[src/rtl/placar_pkg.sv]
`default_nettype none
// ============================================================================
//  Module   : placar_pkg
//  Purpose  : Shared definitions for the scoreboard display scanner:
//             segment patterns (active-high, seg[0]=a .. seg[6]=g),
//             converter state encoding and digit slot indices.
//  Revision : 1.0 - initial release
// ============================================================================
package placar_pkg;

  // Segment patterns in active-high form; output polarity is applied later
  localparam logic [6:0] SEG_0     = 7'h3F;
  localparam logic [6:0] SEG_1     = 7'h06;
  localparam logic [6:0] SEG_2     = 7'h5B;
  localparam logic [6:0] SEG_3     = 7'h4F;
  localparam logic [6:0] SEG_4     = 7'h66;
  localparam logic [6:0] SEG_5     = 7'h6D;
  localparam logic [6:0] SEG_6     = 7'h7D;
  localparam logic [6:0] SEG_7     = 7'h07;
  localparam logic [6:0] SEG_8     = 7'h7F;
  localparam logic [6:0] SEG_9     = 7'h6F;
  localparam logic [6:0] SEG_DASH  = 7'h40;
  localparam logic [6:0] SEG_BLANK = 7'h00;

  // Double-dabble converter states
  typedef enum logic [1:0] {
    IDLE   = 2'd0,
    SHIFT  = 2'd1,
    COMMIT = 2'd2
  } conv_state_t;

  // Scan slot indices; the index value is also the digit_en bit position
  localparam logic [1:0] T1_TENS  = 2'd3;
  localparam logic [1:0] T1_UNITS = 2'd2;
  localparam logic [1:0] T2_TENS  = 2'd1;
  localparam logic [1:0] T2_UNITS = 2'd0;

  // Map a BCD digit to its active-high segment pattern; non-decimal values blank
  function automatic logic [6:0] seg_pattern(input logic [3:0] digit);
    logic [6:0] pat;
    case (digit)
      4'd0:    pat = SEG_0;
      4'd1:    pat = SEG_1;
      4'd2:    pat = SEG_2;
      4'd3:    pat = SEG_3;
      4'd4:    pat = SEG_4;
      4'd5:    pat = SEG_5;
      4'd6:    pat = SEG_6;
      4'd7:    pat = SEG_7;
      4'd8:    pat = SEG_8;
      4'd9:    pat = SEG_9;
      default: pat = SEG_BLANK;
    endcase
    return pat;
  endfunction

endpackage : placar_pkg
`default_nettype wire

[src/rtl/bin7_to_bcd.sv]
`default_nettype none
// ============================================================================
//  Module   : bin7_to_bcd
//  Purpose  : Sequential double-dabble converter, 7-bit binary to BCD.
//             IDLE (1 cycle, snapshot) -> SHIFT (7 cycles) -> COMMIT (1 cycle).
//             o_done is high for the COMMIT cycle with the result stable.
//  Revision : 1.0 - initial release
// ============================================================================
module bin7_to_bcd
  import placar_pkg::*;
(
  input  logic       clk,
  input  logic       rst,
  input  logic       i_start,
  input  logic [6:0] i_bin,
  output logic       o_ready,
  output logic       o_done,
  output logic [3:0] o_hundreds,
  output logic [3:0] o_tens,
  output logic [3:0] o_units
);

  localparam logic [2:0] LAST_SHIFT = 3'd6;

  conv_state_t r_state;
  conv_state_t w_state_nxt;

  logic [6:0] r_bin;
  logic [3:0] r_hun;
  logic [3:0] r_ten;
  logic [3:0] r_unit;
  logic [2:0] r_count;

  logic [3:0] w_hun_adj;
  logic [3:0] w_ten_adj;
  logic [3:0] w_unit_adj;

  // Add-3 correction applied to every working nibble before each shift
  always_comb begin
    w_hun_adj  = (r_hun  >= 4'd5) ? r_hun  + 4'd3 : r_hun;
    w_ten_adj  = (r_ten  >= 4'd5) ? r_ten  + 4'd3 : r_ten;
    w_unit_adj = (r_unit >= 4'd5) ? r_unit + 4'd3 : r_unit;
  end

  // Next-state logic
  always_comb begin
    w_state_nxt = r_state;
    case (r_state)
      IDLE:    if (i_start) w_state_nxt = SHIFT;
      SHIFT:   if (r_count == LAST_SHIFT) w_state_nxt = COMMIT;
      COMMIT:  w_state_nxt = IDLE;
      default: w_state_nxt = IDLE;
    endcase
  end

  // State register
  always_ff @(posedge clk or posedge rst) begin
    if (rst) r_state <= IDLE;
    else     r_state <= w_state_nxt;
  end

  // Working registers: snapshot in IDLE, adjust-and-shift in SHIFT, hold in COMMIT
  always_ff @(posedge clk or posedge rst) begin
    if (rst) begin
      r_bin   <= 7'd0;
      r_hun   <= 4'd0;
      r_ten   <= 4'd0;
      r_unit  <= 4'd0;
      r_count <= 3'd0;
    end else begin
      case (r_state)
        IDLE: begin
          if (i_start) begin
            r_bin   <= i_bin;
            r_hun   <= 4'd0;
            r_ten   <= 4'd0;
            r_unit  <= 4'd0;
            r_count <= 3'd0;
          end
        end
        SHIFT: begin
          {r_hun, r_ten, r_unit, r_bin} <= {w_hun_adj, w_ten_adj, w_unit_adj, r_bin} << 1;
          r_count <= r_count + 3'd1;
        end
        default: ;
      endcase
    end
  end

  assign o_ready    = (r_state == IDLE);
  assign o_done     = (r_state == COMMIT);
  assign o_hundreds = r_hun;
  assign o_tens     = r_ten;
  assign o_units    = r_unit;

endmodule : bin7_to_bcd
`default_nettype wire

[src/rtl/placar_display_scan.sv]
`default_nettype none
// ============================================================================
//  Module   : placar_display_scan
//  Purpose  : Converts both team scores to BCD alternately and drives a
//             time-multiplexed 4-digit common-anode 7-segment display.
//  Revision : 1.0 - initial release
// ============================================================================
module placar_display_scan
  import placar_pkg::*;
#(
  parameter int unsigned REFRESH_DIV   = 50000,
  parameter bit          BLANK_LEADING = 1'b1,
  parameter bit          ACTIVE_LOW    = 1'b1
) (
  input  logic       clock,
  input  logic       clr,
  input  logic [6:0] score_t1,
  input  logic [6:0] score_t2,
  output logic [6:0] seg,
  output logic [3:0] digit_en,
  output logic [1:0] ovf,
  output logic       valid
);

  localparam int unsigned      PRE_W    = (REFRESH_DIV > 2) ? $clog2(REFRESH_DIV) : 1;
  localparam logic [PRE_W-1:0] PRE_LAST = PRE_W'(REFRESH_DIV - 1);
  localparam logic [6:0]       SEG_OFF  = {7{ACTIVE_LOW}};
  localparam logic [3:0]       EN_OFF   = {4{ACTIVE_LOW}};
  localparam logic             TEAM_1   = 1'b0;

  logic             r_turn;
  logic [3:0]       r_t1_tens;
  logic [3:0]       r_t1_units;
  logic [3:0]       r_t2_tens;
  logic [3:0]       r_t2_units;
  logic [1:0]       r_ovf;
  logic             r_valid;
  logic [PRE_W-1:0] r_pre;
  logic [1:0]       r_idx;
  logic [6:0]       r_seg;
  logic [3:0]       r_en;

  logic       w_ready;
  logic       w_start;
  logic       w_done;
  logic [6:0] w_bin;
  logic [3:0] w_hundreds;
  logic [3:0] w_tens;
  logic [3:0] w_units;
  logic       w_ovf_now;

  logic       w_slot_t2;
  logic       w_slot_tens;
  logic       w_slot_ovf;
  logic [3:0] w_digit;
  logic [6:0] w_pat;
  logic [3:0] w_en;

  // Conversions run back-to-back: request a new one whenever the converter is idle
  assign w_start   = w_ready;
  assign w_bin     = (r_turn == TEAM_1) ? score_t1 : score_t2;
  assign w_ovf_now = (w_hundreds != 4'd0) || (w_tens >= 4'd10);

  bin7_to_bcd u_bcd (
    .clk        (clock),
    .rst        (clr),
    .i_start    (w_start),
    .i_bin      (w_bin),
    .o_ready    (w_ready),
    .o_done     (w_done),
    .o_hundreds (w_hundreds),
    .o_tens     (w_tens),
    .o_units    (w_units)
  );

  // Commit a finished conversion into the current team's holding registers
  always_ff @(posedge clock or posedge clr) begin
    if (clr) begin
      r_turn     <= TEAM_1;
      r_t1_tens  <= 4'd0;
      r_t1_units <= 4'd0;
      r_t2_tens  <= 4'd0;
      r_t2_units <= 4'd0;
      r_ovf      <= 2'b00;
      r_valid    <= 1'b0;
    end else if (w_done) begin
      if (r_turn == TEAM_1) begin
        r_t1_tens  <= w_tens;
        r_t1_units <= w_units;
      end else begin
        r_t2_tens  <= w_tens;
        r_t2_units <= w_units;
        r_valid    <= 1'b1;
      end
      r_ovf[r_turn] <= w_ovf_now;
      r_turn        <= ~r_turn;
    end
  end

  // Prescaler and scan index: index steps 3,2,1,0,3 on each terminal count
  always_ff @(posedge clock or posedge clr) begin
    if (clr) begin
      r_pre <= '0;
      r_idx <= T1_TENS;
    end else if (r_pre == PRE_LAST) begin
      r_pre <= '0;
      r_idx <= r_idx - 2'd1;
    end else begin
      r_pre <= r_pre + 1'b1;
    end
  end

  // Segment decode for the slot currently selected by the scan index
  always_comb begin
    w_slot_t2   = (r_idx == T2_TENS) || (r_idx == T2_UNITS);
    w_slot_tens = (r_idx == T1_TENS) || (r_idx == T2_TENS);
    w_slot_ovf  = w_slot_t2 ? r_ovf[1] : r_ovf[0];
    w_digit     = 4'd0;
    case (r_idx)
      T1_TENS:  w_digit = r_t1_tens;
      T1_UNITS: w_digit = r_t1_units;
      T2_TENS:  w_digit = r_t2_tens;
      default:  w_digit = r_t2_units;
    endcase
    if (w_slot_ovf)
      w_pat = SEG_DASH;
    else if (BLANK_LEADING && w_slot_tens && (w_digit == 4'd0))
      w_pat = SEG_BLANK;
    else
      w_pat = seg_pattern(w_digit);
    w_en = 4'b0001 << r_idx;
  end

  // Output registers; display stays dark until both teams have been converted
  always_ff @(posedge clock or posedge clr) begin
    if (clr) begin
      r_seg <= SEG_OFF;
      r_en  <= EN_OFF;
    end else if (!r_valid) begin
      r_seg <= SEG_OFF;
      r_en  <= EN_OFF;
    end else begin
      r_seg <= w_pat ^ SEG_OFF;
      r_en  <= w_en ^ EN_OFF;
    end
  end

  assign seg      = r_seg;
  assign digit_en = r_en;
  assign ovf      = r_ovf;
  assign valid    = r_valid;

endmodule : placar_display_scan
`default_nettype wire

[config.mk]
export PLATFORM = sky130hd
export DESIGN_NAME = placar_display_scan
export DESIGN_NICKNAME = d
export VERILOG_FILES = /design/src/rtl/placar_pkg.sv /design/src/rtl/bin7_to_bcd.sv /design/src/rtl/placar_display_scan.sv
export SDC_FILE = /design/constraint.sdc
export NUM_CORES = 1
export LEC_CHECK = 0
export ABC_CLOCK_PERIOD_IN_PS = 2400
export BUFFER_PORTS_ARGS = -buffer_cell sky130_fd_sc_hd__buf_2
export CAP_MARGIN = 20
export CORE_MARGIN = 5
export CORE_UTILIZATION = 44
export CTS_BUF_LIST = sky130_fd_sc_hd__clkbuf_8
export DETAILED_ROUTE_END_ITERATION = 8
export PLACE_DENSITY = 0.62
export SLEW_MARGIN = 20
export SYNTH_ARGS = -nofsm -noshare
export SYNTH_HDL_FRONTEND = slang
export SYNTH_SLANG_ARGS = --single-unit
[constraint.sdc]
create_clock -name clock -period 2.4 [get_ports clock]
set_input_delay 0.24 -clock clock [delete_from_list [all_inputs] [get_ports clock]]
set_output_delay 0.24 -clock clock [all_outputs]
set_load 0.005 [all_outputs]
-- Yosys cells after proc, flatten, opt, wreduce, memory -nomap -nowiden
Memory sizes are Yosys's and may differ from the RTL's.
Index checks and enable logic that the tools add are counted.
- output and inout bits: 14
- ROM bits: 112
- input port bits: 16
- memories: 1
- register bits after elaboration: 73
- memory list (name ; depth ; width ; rd ports ; clocked after memory_dff ; write ports ; RTL line ; source):
    (no name shown) ; 16 ; 7 ; 1 ; 0 ; 0 ; placar_pkg.sv:41 ; case (digit)
- bitwise logic cells: 3
- shifts and indexed selects: 1
- equality and inequality tests: 8
- reduce and logical (&&, ||, !) cells: 12
- mux-type cells: 21
- add/sub/neg operators: 6
- $lt $le $gt $ge: 6
- operators with widths (operator ; count):
    $mux W7 ; 4
    $pmux W4 S2 ; 3
    $add A16 B1 Y16 const B ; 1
    $eq A16 B16 Y1 const B ; 1
    $mux W16 ; 1
    $pmux W7 S2 ; 1
    $ge A4 B3 Y1 const B ; 3
    $mux W4 ; 3
    $pmux W4 S3 ; 1
    $add A4 B2 Y4 const B ; 2
    $not A7 Y7 ; 1
    $eq A2 B2 Y1 const B ; 3
    $pmux W3 S2 ; 1
    $eq A2 B1 Y1 const B ; 2
    $ge A4 B4 Y1 const B ; 1
    $logic_not A2 Y1 ; 2
    $logic_not A4 Y1 ; 1
    $not A4 Y4 ; 1
    $pmux W2 S2 ; 1
    $reduce_and A2 Y1 ; 2
    $reduce_bool A4 Y1 ; 1
    $shl A1 B2 Y4 const A ; 1
    $add A3 B1 Y3 const B ; 1
    $add A3 B2 Y3 const B ; 1
    14 further kinds ; 18

-- Longest topological paths before layout
Gate-level depths: netlist of run 1.
- depth after elaboration: 8
- gate-level depth with buffers: 10
- mapped depth without buffers: 10

-- Cells and area by module
A second synthesis of run 1 with hierarchy kept.
- cell total of the unflattened synthesis: 335
- area total of the unflattened synthesis: 3737.3 µm²
- by module, submodules not included (module ; cells an instance ; times used ; area an instance (µm²)):
    placar_display_scan ; 206 ; 1 ; 2439.8
    bin7_to_bcd ; 129 ; 1 ; 1297.5

-- Worst setup path after synthesis of run 1
No wires, ideal clock.
- path type: reg-to-reg
- start: register r_idx[0]
- end: register r_seg[5] (netlist: seg[5])
- data arrival time: 2.351 ns
- period minus slack after synthesis: 2.448 ns
- buffers on the path: 0
- stages on the path, launching flop included: 10
- slack: -0.048 ns
- cell sequence: dfstp_2 inv_1 ha_1 nor2b_1 a21oi_1 inv_1 ha_1 o21a_1 a211oi_2 o32ai_1
- cells in the longest elaborated chain, start to end: 8
- elaborated cells on any way between the ends: 15
- those cells by class: 3 x eq/ne; 5 x mux; 1 x bitwise; 5 x reduce/logical; 1 x memory
- ends and longest elaborated chain (element ; RTL line ; source):
    start, declared ; placar_display_scan.sv:39 ; logic [1:0] r_idx;
    start signal, assigned ; placar_display_scan.sv:107 ; r_idx <= r_idx - 2'd1;
    branches (longest 5 deep; another with $mem_v2 Z16 W7) ; n/a ;
    $mux W7 * ; placar_display_scan.sv:125 ; if (w_slot_ovf)
    $not A7 Y7 (no source line) * ; n/a ;
    $mux W7 * ; placar_display_scan.sv:139 ; end else if (!r_valid) begin
    end signal, assigned ; placar_display_scan.sv:143 ; r_seg <= w_pat ^ SEG_OFF;
    end, declared ; placar_display_scan.sv:40 ; logic [6:0] r_seg;
Mark *: on every way between the ends.
A chain may end at the register's enable or synchronous reset.

-- Worst setup path after layout of run 1
- start: register r_idx[1]
- end: register r_seg[4] (netlist: seg[4])
The elaborated chain is that of the path after synthesis.

==> results of run 1 <==
[layout by cell type (no fill, tap or decap), types with 2 or more instances in the layout]
master,count
a21oi_1,14
a21oi_2,2
a22o_1,3
a22oi_1,2
and3_1,2
and4_1,4
buf_2,29
buf_4,5
bufinv_16,2
clkbuf_8,9
clkinv_2,2
clkinv_4,2
dfrtp_1,60
dfstp_2,13
ha_1,17
ha_2,3
inv_1,15
mux2_2,16
mux2i_1,13
nand2_1,36
nand2b_1,8
nand3_1,8
nor2_1,19
nor2b_1,3
nor3_1,2
nor3b_1,4
nor4b_1,2
nor4bb_1,2
o211ai_1,2
o21ai_0,28
o22ai_1,3
o2bb2ai_1,2
o31ai_1,4
xnor2_1,14
xor2_1,3
[layout make-up]
| cell class | instances | share of cell area, % |
|---|---|---|
| clock buffers | 9 | 2.94 |
| clock inverters | 7 | 2.26 |
| inverters | 16 | 1.43 |
| multi-input cells | 238 | 41.5 |
| flip-flops and latches | 73 | 43.7 |
| well taps | 105 | 3.12 |
| repair buffers | 36 | 5.05 |
[sequential cells by signal (all words and copies together) (netlist names)]
signal	flops
digit_en	4
ovf	2
r_idx	2
r_pre	16
r_t1_tens	4
r_t1_units	4
r_t2_tens	4
r_t2_units	4
r_turn	1
seg	7
u_bcd.o_hundreds	4
u_bcd.o_tens	4
u_bcd.o_units	4
u_bcd.r_bin	7
u_bcd.r_count	3
u_bcd.r_state	2
valid	1
[final timing paths]
kind,from,to,slack [ps],cells past startpoint
min in group asynchronous,clr,u_bcd.r_bin[4]$_DFFE_PP0P_,520,4
max in group asynchronous,clr,seg[5]$_DFF_PP1_,1540,4
worst min register to register,r_pre[15]$_DFF_PP0_,r_pre[15]$_DFF_PP0_,480,1
worst max-delay path,r_idx[1]$_DFFE_PP1N_,seg[4]$_DFF_PP1_,90,7
worst min-delay path,score_t1[0],u_bcd.r_bin[0]$_DFFE_PP0P_,230,3
worst max register to register,r_idx[1]$_DFFE_PP1N_,seg[4]$_DFF_PP1_,90,7
[cells by family (layout without fill, tap and decap cells)]
kind of cell             Yosys count  count (layout)  share of synthesized area (%)
AO/OA/AOI/OAI                     73              73                           12.8
multiplexers                      29              29                           8.47
XOR/XNOR                          17              17                           4.06
adder cells (fa/ha/maj)           21              21                           7.17
AND/OR/NAND/NOR                   98              98                           14.0
flip-flops                        73              73                           50.3
buffers and inverters             28              68                           3.14
[metal layers]
layer	global-route usage (%)	vias up	share of wire (%)
li1	-	1255	-
met1	18.5	1207	48
met2	22.0	43	47
met3	4.55	6	4.4
met4	4.50	0	0.80
met5	0	-	0
[timing repair]
action | 4_1_cts | 5_1_grt
hold buffers | 1 | 0
hold endpoints to repair | 60 | 0
buffers inserted | 0 | 1
resized for setup | 0 | 9
setup endpoints to repair | 0 | 7
[through the flow]
stage,total power [mW],std cells,utilization [%]
final,3.13,484,51.5
after global routing,3.30,484,51.5
after CTS,3.15,483,51.0
after detailed placement,2.09,466,48.2
after global placement,2.08,466,48.2
after floorplan,1.91,339,-
[power by group]
group / internal, mW / switching, mW / total (mW)
Sequential: 1.43 / 0.0845 / 1.51
Clock: 0.585 / 0.471 / 1.06
Combinational: 0.274 / 0.288 / 0.562
Total: 2.29 / 0.843 / 3.13
[critical path, stage by stage (launching register included)]
cell      delay (ps)
dfstp_2          550
inv_1            110
ha_2             250
a222oi_1         360
buf_4            180
a21o_1           320
nand3_2          110
a221o_1          360
==> results.yml, run 1 <==
worst_setup_path:
  critical_path_class: "flip-flop to flip-flop"
  cp.arrival_ps: 2580
  end_kind: "flip-flop"
  cp-start-kind: "flip-flop"
  critPathRequiredTime_ps: 2670
  path_max_fanout: 8
route:
  first_iter_violations: 72
  dr.pass1.iters: 4
  drc_errors: 0
  vias: 2511
  detail-route-antenna-nets: 0
  drt-total-wl_mm: 6.75
  routedWlPerCell_um: 13.9
  viasPerCell: 5.19
floorplan:
  die_area_um2: 10300
  fp.dieW_um: 101
  rows: 33
  start_util_pct: 44.8
  die_h_um: 101
  ioPinCount: 30
  coreArea_um2: 8180
sta:
  max_slew_margin_pct: 60.0
  period_minus_slack_ps: 2310
  layout_setup_ws_ps: 89.7
  holdWs_ps: 228
  hold_violations: 0
  setup_viol: 0
  skew_ps: 12.4
  fmax_mhz: 433
  slew_viol_final: 0
  finalSetupTns_ps: 0
  tightestPinTransition_ps: 598
  finalCritPeriodShare_pct: 96.3
cells_and_area:
  multi_input_area_um2: 1750
  synthToLayoutAreaGrowth_pct: 15.0
  fill_cells: 729
  n_antenna_cell: 0
  final_cell_area_um2: 4210
  seq_area_um2: 1840
  drive_above_1_share_pct: 25.6
  final_nets: 411
outcome:
  status: "finished, final reports clean"
logic_synthesis:
  async_flop_share_pct: 100
  syn_area_um2: 3660
  synthCells: 339
  ys_top_cells_by_count: "60 x dfrtp_1, 36 x nand2_1, 28 x o21ai_0, 21 x ha_1, 19 x nor2_1"
  yosysMostFrequentCell: "dfrtp_1"
  synth_edf_count: 0
  yosysSeqAreaShare_pct: 50.3
  synth_seq_cells: 73
  synth_area_per_cell_um2: 10.8
  synthTopCellsByArea: "dfrtp_1 41%, dfstp_2 9.3%, ha_1 7.2%"
  synth.net_count: 376
  synthFlopType: "dfrtp_1"
  ys_types: 50
  ys_warn_count: 0
  synth_largest_area_cell: "dfrtp_1"
  synth_top_area_share_pct: 41.0
clock_network:
  clock_path_buffers: 2
  clk_pin_slew_worst_paths_ps: 80
  clock_latency_ps: 340
  cts_tree: "yes"
  cts_made_buffers: 9
  clockRootBuffer: "clkbuf_8"
  cts_sinks: 73
  htreeDepth: 3
min_path:
  hold_class: "input pin to flip-flop"
placed_design:
  place_ws_ps: 54.4
  portBuffers: 29
  hpwl_mm: 4.70
  place.gp.congestion: 0.836
  placed_cell_area_um2: 3940
grt:
  grt_max_degree: 74
  grt_overflow: 0
  grt_pass1_wl_mm: 11.4
  antenna_found_initial: 0
  grt_use_total_pct: 14.0
  first_global_vias: 2472
power_and_ir_drop:
  p_per_area_nw_per_um2: 743
  p_leak_nw: 1.89
  ir_worst_vdd_uv: 384
job:
  drv_cap: 0
(Power assumes the default switching activity.)
==> run 2, diff against run 1 <==
SYNTH_HIERARCHICAL = 1   (was default)
==> run 2 against run 1 <==
Effect of this change: die area increased by 1.8%; worst hold slack better by 45 ps; clock power down 12%; combinational power shrank 23%; critical path depth is 3 higher; wire length grew 9.3%.
==> results.yml, run 2 <==
logic_synthesis:
  synth_edf_count: 0
  synth_top_area_share_pct: 40.2
  async_flop_share_pct: 100
  synthSimpleGateAreaFrac_pct: 12.8
  synthTopCellsByArea: "dfrtp_1 40%, dfstp_2 9.1%, mux2_2 6.9%"
  synth_largest_area_cell: "dfrtp_1"
  synth_area_per_cell_um2: 11.2
  muxShareOfSynthArea_pct: 7.73
  ys_warn_count: 6
  synthXorXnorAreaFrac_pct: 4.22
  yosysSeqAreaShare_pct: 49.3
  synthAdderAreaFrac_pct: 6.36
  ys_top_cells_by_count: "60 x dfrtp_1, 24 x inv_1, 23 x mux2_2, 23 x nand2_1, 19 x ha_1"
  synth_top_family_by_area: "compound AO/OA/AOI/OAI gates"
  yosysMostFrequentCell: "dfrtp_1"
  synthFlopType: "dfrtp_1"
  synthCells: 335
  synth.net_count: 370
  syn_area_um2: 3740
  synth_seq_cells: 73
  synth_compound_area_share_pct: 15.4
  ys_types: 61
grt:
  antenna_found_initial: 0
  grt_pass1_wl_mm: 12.8
  grt_overflow: 0
  grt_max_degree: 40
  grt_use_total_pct: 15.4
  first_global_vias: 2644
floorplan:
  start_util_pct: 45.3
  coreArea_um2: 8260
  ioPinCount: 30
  die_area_um2: 10400
  die_h_um: 102
  fp.dieW_um: 102
  rows: 33
cells_and_area:
  multi_input_area_um2: 1770
  synthToLayoutAreaGrowth_pct: 13.7
  final_cell_mix: "60 x dfrtp_1, 29 x buf_2, 26 x inv_1"
  fill_cells: 772
  largest-register: "r_pre"
  drive_above_1_share_pct: 27.2
  final_nets: 409
  largest_register_ffs: 16
  final_common_cell: "dfrtp_1"
  seq_area_um2: 1840
  n_antenna_cell: 0
placed_design:
  hpwl_mm: 5.32
  portBuffers: 29
  place.gp.congestion: 0.825
power_and_ir_drop:
  p_per_area_nw_per_um2: 664
  ir_worst_vdd_uv: 261
  p_leak_nw: 1.89
  p_total_mw: 2.82
sta:
  rsz0062_at_grt: "no"
  max_slew_margin_pct: 45.2
  tightestPinTransition_ps: 820
  hold_violations: 0
  skew_ps: 13.8
  fmax_mhz: 443
  slew_viol_final: 0
  finalCritPeriodShare_pct: 94.0
  period_minus_slack_ps: 2260
  setup_viol: 0
  finalSetupTns_ps: 0
route:
  viasPerCell: 5.46
  first_iter_violations: 157
  dr.pass1.iters: 4
  detail-route-antenna-nets: 0
  routedWlPerCell_um: 15.2
  vias: 2644
  drc_errors: 0
  drt-total-wl_mm: 7.38
outcome:
  status: "finished, final reports clean"
worst_setup_path:
  cpPeakStageDelay_ps: 570
  critPathRequiredTime_ps: 2650
  end_kind: "flip-flop"
  crit_family: "compound AO/OA/AOI/OAI gates"
  cp_slowest_cell: "dfstp_2"
  cp-start-kind: "flip-flop"
  crit_chain: "inv_1 -> ha_1 -> a22oi_2 -> a21oi_2 -> inv_1 -> ha_1 -> o21a_1 -> a211o_1 -> mux2i_1 -> a311oi_1"
  path_max_fanout: 4
  cp.arrival_ps: 2510
  critical_path_class: "flip-flop to flip-flop"
  cp_num_buf_inv: 2
clock_network:
  cts_tree: "yes"
  cts_made_buffers: 9
  clock_path_buffers: 2
  htreeDepth: 3
  clock_latency_ps: 340
  clk_pin_slew_worst_paths_ps: 80
  cts_sinks: 73
  clockRootBuffer: "clkbuf_8"
job:
  drv_cap: 0
min_path:
  hold_class: "input pin to flip-flop"
## run 2: path summary, 6_finish.rpt
check | start | slack (ps) | to | depth (start not counted)
min in group asynchronous | clr | 370 | u_bcd/o_hundreds[2]$_DFFE_PP0P_ | 3
max in group asynchronous | clr | 1050 | digit_en[1]$_DFF_PP1_ | 4
worst min register to register | r_pre[0]$_DFF_PP0_ | 490 | r_pre[0]$_DFF_PP0_ | 1
worst max-delay path | r_idx[1]$_DFFE_PP1N_ | 140 | seg[6]$_DFF_PP1_ | 10
worst max register to register | r_idx[1]$_DFFE_PP1N_ | 140 | seg[6]$_DFF_PP1_ | 10
worst min-delay path | score_t2[0] | 270 | u_bcd/r_bin[0]$_DFFE_PP0P_ | 3
## run 2: power by group
group | switching (mW) | internal [mW] | leakage (nW)
registers | 0.0633 | 1.39 | 0.900
logic | 0.216 | 0.218 | 0.877
clock network | 0.443 | 0.495 | 0.110
total | 0.722 | 2.10 | 1.89
## run 2: layout make-up
class | count | share of cell area (%)
Clock buffer | 10 | 3.24
Clock inverter | 6 | 1.21
Inverter | 24 | 2.12
Multi-Input combinational cell | 226 | 41.6
Sequential cell | 73 | 43.4
Tap cell | 105 | 3.09
Timing Repair Buffer | 40 | 5.42
## run 2: cells by family (layout without fill, tap and decap cells)
group | Yosys count | count (layout)
mux | 26 | 26
buf+inv | 36 | 80
simple gates | 86 | 86
compound gates | 77 | 77
fa+ha+maj | 19 | 19
xor+xnor | 18 | 18
flops | 73 | 73
## run 2: metrics by stage
stage / hold slack (ps) / utilization [%] / instance area (µm²) / setup WS, ps / instances
after global placement: 192 / 48.7 / 4020 / 126 / 466
after floorplan: 255 / - / 3740 / 101 / 335
after detailed placement: 194 / 48.7 / 4020 / 81.9 / 466
after global routing: 264 / 51.5 / 4250 / 3.02 / 484
after CTS: 256 / 51.1 / 4220 / 53.3 / 483
final: 273 / 51.5 / 4250 / 145 / 484
## run 2: repair_timing
item / in CTS / in global routing
setup buffers: 0 / 1
hold endpoints to repair: 6 / 0
hold buffers: 1 / 0
endpoints found under the setup margin: 0 / 7
gates resized for setup: 0 / 6
## run 2: routing by layer
layer,routed length (µm),GRT usage [%]
met2,3560,24.3
met3,207,3.62
met5,0,0
met1,3570,20.8
met4,42,5.65
## run 2: worst register-to-register path: cells and delay by family (launching register included)
| family | cells | cell delay [ps] |
|---|---|---|
| AOI/OAI and AO/OA | 5 | 940 |
| adders and majority gates | 2 | 430 |
| buffers and inverters | 2 | 190 |
| DFF | 1 | 570 |
| muxes | 1 | 60 |
==> run 3, diff against run 2 <==
CORE_MARGIN = default   (was 5)
==> run 3 against run 2 <==
Effect of this change: register-to-register slack about the same; via count shrank 0.79%; die area fell by 15%; critical path type unchanged; critical endpoint is now seg[4]$_DFF_PP1_; largest cell class unchanged; largest power group unchanged.
==> results.yml, run 3 (synthesis gave the netlist of run 2 again) <==
worst_setup_path:
  cp-start-kind: "flip-flop"
  path_max_fanout: 8
  critical_path_class: "flip-flop to flip-flop"
  cp.arrival_ps: 2520
  reg2reg_setup_slack_ps: 140
  critPathRequiredTime_ps: 2670
  end_kind: "flip-flop"
sta:
  fmax_mhz: 443
  skew_ps: 13.0
  layout_setup_ws_ps: 143
  slew_viol_final: 0
  max_slew_margin_pct: 64.5
  holdWs_ps: 273
  finalCritPeriodShare_pct: 94.0
  rsz0062_at_grt: "no"
  finalSetupTns_ps: 0
  period_minus_slack_ps: 2260
  hold_violations: 0
  tightestPinTransition_ps: 531
  setup_viol: 0
power_and_ir_drop:
  ir_worst_vdd_uv: 255
  power_switching_mw: 0.755
  sw_frac_of_total_pct: 26.3
  seqPwrFrac_pct: 50.5
  p_per_area_nw_per_um2: 673
  p_total_mw: 2.87
  p_int_mw: 2.12
  pwr-share-clk_pct: 34.5
  comb_power_share_pct: 15.0
  p_leak_nw: 1.88
floorplan:
  coreArea_um2: 8220
  die_area_um2: 8870
  die_h_um: 94.2
  rows: 33
  ioPinCount: 30
  start_util_pct: 45.5
  fp.dieW_um: 94.2
cells_and_area:
  final_nets: 407
  synthToLayoutAreaGrowth_pct: 14.2
  largest-register: "r_pre"
  final_common_cell: "dfrtp_1"
  largest_register_ffs: 16
  fin_util_pct: 51.9
  drive_above_1_share_pct: 28.1
  n_antenna_cell: 0
  final_cells: 482
  final_cell_mix: "60 x dfrtp_1, 29 x buf_2, 23 x inv_1, 23 x nand2_1, 23 x mux2_2"
  final_cell_area_um2: 4270
route:
  routedWlPerCell_um: 14.8
  vias: 2623
  drc_errors: 0
  dr.pass1.iters: 4
  drt-total-wl_mm: 7.13
  detail-route-antenna-nets: 0
  first_iter_violations: 107
  viasPerCell: 5.44
grt:
  antenna_found_initial: 0
  grt_overflow: 0
  grt_pass1_wl_mm: 12.4
  grt_use_total_pct: 18.0
  first_global_vias: 2597
  grt_max_degree: 27
placed_design:
  place_ws_ps: 80.6
  placed_cell_area_um2: 4030
  dp.cells: 465
  portBuffers: 29
  place.gp.congestion: 0.800
  hpwl_mm: 5.11
clock_network:
  post_cts.repair.setup_buffers: 0
  cts_tree: "yes"
  cts_sinks: 73
  clk_pin_slew_worst_paths_ps: 80
  htreeDepth: 3
  clock_latency_ps: 350
  clock_path_buffers: 2
  clockRootBuffer: "clkbuf_8"
  cts_made_buffers: 9
outcome:
  status: "finished, final reports clean"
job:
  drv_cap: 0
min_path:
  hold_class: "input pin to flip-flop"
## run 3: power groups by stage
stage | registers (mW) | logic, mW | clock network, mW
finish | 1.45 | 0.431 | 0.991
CTS | 1.45 | 0.428 | 1.02
floorplan | 1.46 | 0.299 | 0
global route | 1.47 | 0.482 | 1.08
detailed placement | 1.47 | 0.425 | 0
global placement | 1.47 | 0.422 | 0
## run 3: layout make-up
| cell class | count | area, µm² |
|---|---|---|
| Fill cell | 741 | 3950 |
| Sequential cell | 73 | 1840 |
| Multi-Input combinational cell | 226 | 1770 |
| Timing Repair Buffer | 38 | 228 |
| Clock buffer | 10 | 138 |
| Tap cell | 105 | 131 |
| Inverter | 24 | 90.1 |
| Clock inverter | 6 | 65.1 |
## run 3: critical path, stage by stage, from the launching register on
cell and delay [ps]:
dfstp_2 560, inv_1 70, ha_2 230, a222oi_1 470, a21o_1 390, nand3_2 100
a221o_1 350
## run 3: routing by layer
metal	vias to the layer above	routed length [µm]	track usage, %
li1	1283	-	-
met1	1280	3410	24.6
met2	51	3380	28.0
met3	9	209	2.99
met4	0	128	7.56
met5	-	0	0
## run 3: what timing repair did
action | 4_1_cts | 5_1_grt
hold endpoints to repair | 32 | 0
hold buffers | 1 | 0
endpoints found under the setup margin | 0 | 7
gates resized for setup | 0 | 8
## run 3: final timing paths
| path | end | cells past startpoint | from |
|---|---|---|---|
| worst min register to register | r_pre[0]$_DFF_PP0_ | 1 | r_pre[0]$_DFF_PP0_ |
| min in group asynchronous | u_bcd/r_bin[0]$_DFFE_PP0P_ | 3 | clr |
| worst min-delay path | u_bcd/r_bin[0]$_DFFE_PP0P_ | 3 | score_t1[0] |
| max in group asynchronous | seg[4]$_DFF_PP1_ | 4 | clr |
| worst max-delay path | seg[4]$_DFF_PP1_ | 6 | r_idx[1]$_DFFE_PP1N_ |
| worst max register to register | seg[4]$_DFF_PP1_ | 6 | r_idx[1]$_DFFE_PP1N_ |
